[config.mk]
export PLATFORM = sky130hd
export DESIGN_NAME = fp_add_arb_flat
export DESIGN_NICKNAME = d
export VERILOG_FILES = /design/src/rtl/fp_add_arb_if.sv /design/src/rtl/fp_add_arb.sv /design/src/flat_wrapper.sv
export SDC_FILE = /design/constraint.sdc
export NUM_CORES = 1
export LEC_CHECK = 0
export BUFFER_PORTS_ARGS = -buffer_cell sky130_fd_sc_hd__buf_2
export CORE_AREA = 2 2 156 158
export CTS_BUF_LIST = sky130_fd_sc_hd__clkbuf_8 sky130_fd_sc_hd__clkbuf_16
export DETAILED_ROUTE_END_ITERATION = 16
export DIE_AREA = 0 0 158 160
export PLACE_DENSITY = 0.56
export SLEW_MARGIN = 20
export SYNTH_ARGS = -nofsm -noshare
export SYNTH_HDL_FRONTEND = slang
export SYNTH_SLANG_ARGS = --single-unit
[constraint.sdc]
create_clock -name clk -period 2.15 [get_ports clk]
set_input_delay 0.215 -clock clk [delete_from_list [all_inputs] [get_ports clk]]
set_output_delay 0.215 -clock clk [all_outputs]
set_load 0.02 [all_outputs]
[src/rtl/fp_add_arb_if.sv]
// Requester-side and adder-side signals of the round-robin FP add arbiter.
// The slave modport is the arbiter; master is whoever drives requests and models the adder.
interface fp_add_arb_if #(
    parameter int N   = 4,
    parameter int MSB = 31
);
    logic                     enable;
    logic [N-1:0]             req;
    logic [N*(MSB+1)-1:0]     opa;
    logic [N*(MSB+1)-1:0]     opb;
    logic [N-1:0]             grant;
    logic                     done;
    logic [2:0]               rsp_id;
    logic [MSB:0]             rsp_data;
    logic                     rsp_err;
    logic                     fp_req;
    logic [MSB:0]             fp_rx_data_1;
    logic [MSB:0]             fp_rx_data_2;
    logic                     fp_enable;
    logic                     fp_ack;
    logic [MSB:0]             fp_tx_data;

    modport slave (
        input  enable, req, opa, opb, fp_ack, fp_tx_data,
        output grant, done, rsp_id, rsp_data, rsp_err,
               fp_req, fp_rx_data_1, fp_rx_data_2, fp_enable
    );

    modport master (
        output enable, req, opa, opb, fp_ack, fp_tx_data,
        input  grant, done, rsp_id, rsp_data, rsp_err,
               fp_req, fp_rx_data_1, fp_rx_data_2, fp_enable
    );
endinterface

[src/rtl/fp_add_arb.sv]
// Round-robin arbiter sharing one toggle-handshake FP adder among N requesters,
// with a watchdog that aborts a stuck adder and pulses it with fp_enable low.
module fp_add_arb #(
    parameter int N   = 4,
    parameter int MSB = 31,
    parameter int TMO = 63
) (
    input  logic        clk,
    input  logic        rstn,
    fp_add_arb_if.slave bus
);
    localparam int          W       = MSB + 1;
    localparam int          PW      = (N > 1) ? $clog2(N) : 1;
    localparam logic [PW:0] NV      = (PW+1)'(N);
    localparam logic [7:0]  WD_LAST = 8'(TMO - 1);

    localparam logic [2:0] IDLE      = 3'd0;
    localparam logic [2:0] ISSUE     = 3'd1;
    localparam logic [2:0] WAIT_BUSY = 3'd2;
    localparam logic [2:0] WAIT_DONE = 3'd3;
    localparam logic [2:0] ABORT     = 3'd4;

    logic [2:0]    state;
    logic [PW-1:0] ptr;
    logic [PW-1:0] win;
    logic          found;
    logic [PW:0]   cand;
    logic [7:0]    wdog;

    // Search starts one past the last winner, so a held request yields to all others.
    always_comb begin
        win   = ptr;
        found = 1'b0;
        cand  = '0;
        for (int k = 1; k <= N; k++) begin
            cand = {1'b0, ptr} + (PW+1)'(k);
            if (cand >= NV) cand = cand - NV;
            if (!found && bus.req[cand[PW-1:0]]) begin
                found = 1'b1;
                win   = cand[PW-1:0];
            end
        end
    end

    always_ff @(posedge clk) begin
        if (!rstn) begin
            state            <= IDLE;
            ptr              <= PW'(N - 1);
            wdog             <= '0;
            bus.grant        <= '0;
            bus.done         <= 1'b0;
            bus.rsp_id       <= '0;
            bus.rsp_data     <= '0;
            bus.rsp_err      <= 1'b0;
            bus.fp_req       <= 1'b0;
            bus.fp_rx_data_1 <= '0;
            bus.fp_rx_data_2 <= '0;
            bus.fp_enable    <= 1'b0;
        end else begin
            bus.grant     <= '0;
            bus.done      <= 1'b0;
            bus.fp_enable <= 1'b1;
            case (state)
                IDLE: begin
                    if (bus.enable && bus.fp_ack && found) begin
                        bus.grant        <= N'(1) << win;
                        bus.rsp_id       <= 3'(win);
                        bus.fp_rx_data_1 <= bus.opa[int'(win)*W +: W];
                        bus.fp_rx_data_2 <= bus.opb[int'(win)*W +: W];
                        ptr              <= win;
                        state            <= ISSUE;
                    end
                end
                ISSUE: begin
                    bus.fp_req <= ~bus.fp_req;
                    wdog       <= '0;
                    state      <= WAIT_BUSY;
                end
                WAIT_BUSY, WAIT_DONE: begin
                    // A completing adder wins over a watchdog expiring on the same edge.
                    if (state == WAIT_DONE && bus.fp_ack) begin
                        bus.rsp_data <= bus.fp_tx_data;
                        bus.rsp_err  <= 1'b0;
                        bus.done     <= 1'b1;
                        state        <= IDLE;
                    end else if (wdog == WD_LAST) begin
                        bus.rsp_data  <= '0;
                        bus.rsp_err   <= 1'b1;
                        bus.done      <= 1'b1;
                        bus.fp_enable <= 1'b0;
                        wdog          <= '0;
                        state         <= ABORT;
                    end else begin
                        wdog <= wdog + 8'd1;
                        if (state == WAIT_BUSY && !bus.fp_ack) state <= WAIT_DONE;
                    end
                end
                ABORT: begin
                    if (wdog[0]) begin
                        state <= IDLE;
                    end else begin
                        bus.fp_enable <= 1'b0;
                        wdog          <= wdog + 8'd1;
                    end
                end
                default: state <= IDLE;
            endcase
        end
    end
endmodule

[src/flat_wrapper.sv]
// flat-port wrapper written by rule: the top's interface ports become plain ports
module fp_add_arb_flat 
#(
    parameter int N   = 4,
    parameter int MSB = 31,
    parameter int TMO = 63
)
  (clk, rstn, bus_enable, bus_req, bus_opa, bus_opb, bus_fp_ack, bus_fp_tx_data, bus_grant, bus_done, bus_rsp_id, bus_rsp_data, bus_rsp_err, bus_fp_req, bus_fp_rx_data_1, bus_fp_rx_data_2, bus_fp_enable);
  fp_add_arb_if #(.N(N), .MSB(MSB)) bus_i ();
  input  logic clk;
  input  logic rstn;
  input wire logic [$bits(bus_i.enable)-1:0] bus_enable;
  input wire logic [$bits(bus_i.req)-1:0] bus_req;
  input wire logic [$bits(bus_i.opa)-1:0] bus_opa;
  input wire logic [$bits(bus_i.opb)-1:0] bus_opb;
  input wire logic [$bits(bus_i.fp_ack)-1:0] bus_fp_ack;
  input wire logic [$bits(bus_i.fp_tx_data)-1:0] bus_fp_tx_data;
  output wire logic [$bits(bus_i.grant)-1:0] bus_grant;
  output wire logic [$bits(bus_i.done)-1:0] bus_done;
  output wire logic [$bits(bus_i.rsp_id)-1:0] bus_rsp_id;
  output wire logic [$bits(bus_i.rsp_data)-1:0] bus_rsp_data;
  output wire logic [$bits(bus_i.rsp_err)-1:0] bus_rsp_err;
  output wire logic [$bits(bus_i.fp_req)-1:0] bus_fp_req;
  output wire logic [$bits(bus_i.fp_rx_data_1)-1:0] bus_fp_rx_data_1;
  output wire logic [$bits(bus_i.fp_rx_data_2)-1:0] bus_fp_rx_data_2;
  output wire logic [$bits(bus_i.fp_enable)-1:0] bus_fp_enable;
  assign bus_i.enable = bus_enable;
  assign bus_i.req = bus_req;
  assign bus_i.opa = bus_opa;
  assign bus_i.opb = bus_opb;
  assign bus_i.fp_ack = bus_fp_ack;
  assign bus_i.fp_tx_data = bus_fp_tx_data;
  assign bus_grant = bus_i.grant;
  assign bus_done = bus_i.done;
  assign bus_rsp_id = bus_i.rsp_id;
  assign bus_rsp_data = bus_i.rsp_data;
  assign bus_rsp_err = bus_i.rsp_err;
  assign bus_fp_req = bus_i.fp_req;
  assign bus_fp_rx_data_1 = bus_i.fp_rx_data_1;
  assign bus_fp_rx_data_2 = bus_i.fp_rx_data_2;
  assign bus_fp_enable = bus_i.fp_enable;
  fp_add_arb #(.N(N), .MSB(MSB), .TMO(TMO)) u_core (.clk(clk), .rstn(rstn), .bus(bus_i));
endmodule
==> qor.yml <==
period_minus_slack_ps: 1988
required_ps: 2430
end_kind: "flop"
place_ws_ps: -17.87
outcome: "finished clean"
antenna_left: 0
clk_latency_ps: 420
arrival_ps: 2270
synth_top_area_share_pct: 41.54
cp-start-kind: "flop"
via_count: 6312
worstReg2RegStart: "u_core.ptr[0]"
leakage_nw: 4.574
fin_crit_sh_pct: 92.47
path_clk_slew_ps: 70
cts_sinks: 119
cts_tree: "yes"
path_class: "flop to flop"
synth_area_leaders: "dfxtp_1 (42%), mux2i_1 (22%), o221ai_1 (9.8%), nand2_1 (5.0%), a22oi_1 (4.3%)"
clock-skew-final_ps: 10.33
tns_ps: 0
antenna_found_initial: 7
synth.net_count: 901
drtIter0Drc: 288
cts_buffers: 17
synth_edf_count: 0
worstSetupEndpoint: "u_core.bus.fp_rx_data_1[15]"
viasPerCell: 4.638
drc: 0
die_height_um: 160
grt_pass1_vias: 6094
netlist_area_mm2: 0.005734
utilization_pct: 37.90
ys_top_cells_by_count: "mux2i_1 (128), dfxtp_1 (119), nand2_1 (76)"
path_cells: "nand2b_1 > o21ai_1 > a221oi_4 > buf_4 > buf_12 > buf_12 > mux2i_2 > o221ai_1"
initial_core_util_pct: 24.07
grt_max_degree: 44
syn_area_per_cell_um2: 9.510
ir_drop_uv: 392.4
cts-root-buf: "clkbuf_16"
cp_max_fo: 16
hold_buffers: 0
first_pass_iters: 5
hp-class: "primary input to flop"
totalPowerFinal_w: 0.007287
cap_violations: 0
hold_viol_final: 0
ys.flop_type: "dfxtp_1"
pwr_density_cell_mw_per_mm2: 807.0
htreeDepth: 4
async_flop_share_pct: 0
r2r_cells: 8
rsz0062_at_grt: "false"
path_common_cell: "buf_12"
ys_types: 46
place_hpwl_um: 17240
maxSlewViolCount: 0
drive_gt1_share_pct: 47.91
area_growth_syn_to_layout_pct: 57.45
ys_seq_area_share_pct: 41.54
slowest_stage: "dfxtp_2"
clock_path_buffers: 2
startpoint: "u_core.ptr[0]"
die_area_mm2: 0.02528
place_congestion: 0.8324
setup_viol: 0
finalWorstSetupSlack_ps: 161.9
die_width_um: 158
globalRouteOverflowTotal: 0
wl_per_cell_um: 17.08
rows: 57
fp.coreArea_mm2: 0.02382
synth_seq_cells: 119
cp_slowest_stage_delay_ps: 380
synth_area_leader_cell: "dfxtp_1"
grt.total_usage_pct: 17.19
r2r-end: "u_core.bus.fp_rx_data_1[15]"
fmax_mhz: 503.0
pin_count: 403
nNetsFinal: 1316
ys.warnings.count: 0
drt_wl_total_um: 23240
portBuffers: 401
postSynthCellCount: 603
reg2reg_slack_ps: 160
grt_first_pass_wirelength_um: 33790
post-synth-top-count-cell: "mux2i_1"
-- final cells by class --
class                           count  area, um2
Antenna cell                        6      15.01
Clock buffer                       17      425.4
Clock inverter                     15      167.7
Fill cell                        2533      14790
Inverter                            4      15.01
Multi-Input combinational cell    432       3164
Sequential cell                   119       2384
Tap cell                          324      405.4
Timing Repair Buffer              444       2452
-- kinds of logic (layout without fill, tap and decap cells) --
family,after synthesis,in the layout,synth area share (%)
compound gates,135,135,18.35
fa+ha+maj,3,3,0.6109
mux,128,128,22.34
simple gates,163,163,12.39
xor+xnor,2,2,0.3055
other cells,1,7,0.06540
buf+inv,52,480,4.386
flops,119,119,41.54
-- sequential cells by signal, indices dropped and copies added, names as in the netlist, 2 cells and up --
name                     flops
u_core.bus.fp_rx_data_1     32
u_core.bus.fp_rx_data_2     32
u_core.bus.grant             4
u_core.bus.rsp_data         32
u_core.bus.rsp_id            2
u_core.ptr                   2
u_core.state                 3
u_core.wdog                  8
-- layout by cell type, fill, tap and decap left out, types with 3 or more instances in the layout --
master	synthesis	final
clkbuf_16	0	19
nand4_1	3	3
nand2_1	76	76
dfxtp_1	119	118
nand3_1	4	3
buf_4	10	34
o21ai_1	4	4
clkinv_8	0	3
buf_12	0	7
buf_2	15	401
a21oi_1	7	7
mux2i_1	128	124
nor2_1	51	49
nor3_1	8	7
nand2b_1	6	6
diode_2	0	6
o21ai_0	12	12
inv_8	0	6
and3_1	3	3
o221ai_1	64	64
a311oi_1	3	3
mux2i_2	0	4
inv_6	0	5
a22oi_1	33	33
-- metrics by stage --
stage          instances  instance area [um2]  hold WS, ps
3_3_place_gp        1313                 8277        437.4
2_1_floorplan        603                 5734        377.6
5_1_grt             1361                 9029        19.64
3_5_place_dp        1313                 8277        442.7
6_report            1361                 9029        35.38
4_1_cts             1345                 8874        15.93
-- what timing repair did --
action | in CTS | in global routing
gates cloned | 0 | 2
gates resized for setup | 1 | 5
buffers inserted | 0 | 8
pin swaps | 0 | 1
setup endpoints to repair | 1 | 68
-- critical path, delay by kind of cell (launching register included) --
family                 cells  cell delay [ps]
AOI/OAI and AO/OA          3              540
buffers and inverters      3              540
DFF                        1              380
muxes                      1              250
and+or+nand+nor            1              140
-- worst min-delay path by stage --
stage,start,to,slack (ps),cells past startpoint
final,bus_fp_tx_data[3],u_core.bus.rsp_data[3],40,3
after global routing,bus_fp_tx_data[28],u_core.bus.rsp_data[28],20,3
after CTS,bus_fp_tx_data[24],u_core.bus.rsp_data[24],20,3
after detailed placement,u_core.bus.fp_rx_data_2[23],u_core.bus.fp_rx_data_2[23],440,2
after global placement,u_core.bus.fp_rx_data_1[1],u_core.bus.fp_rx_data_1[1],440,2
after floorplan,bus_fp_tx_data[0],u_core.bus.rsp_data[0],380,2
-- per-layer routing --
layer | GRT usage [%] | wire (um) | share of wire [%]
met1 | 20.33 | 9430 | 41
met5 | 0 | 17 | 0.073
met2 | 29.43 | 11620 | 50
met4 | 5.774 | 376 | 1.6
met3 | 5.237 | 1792 | 7.7
-- power breakdown --
part / total (W) / internal [W] / switching, W
Sequential: 0.00248 / 0.00238 / 0.000104
Combinational: 0.00191 / 0.000895 / 0.00102
Clock: 0.00289 / 0.00157 / 0.00132
Total: 0.00729 / 0.00484 / 0.00244
(Power assumes the default switching activity.)
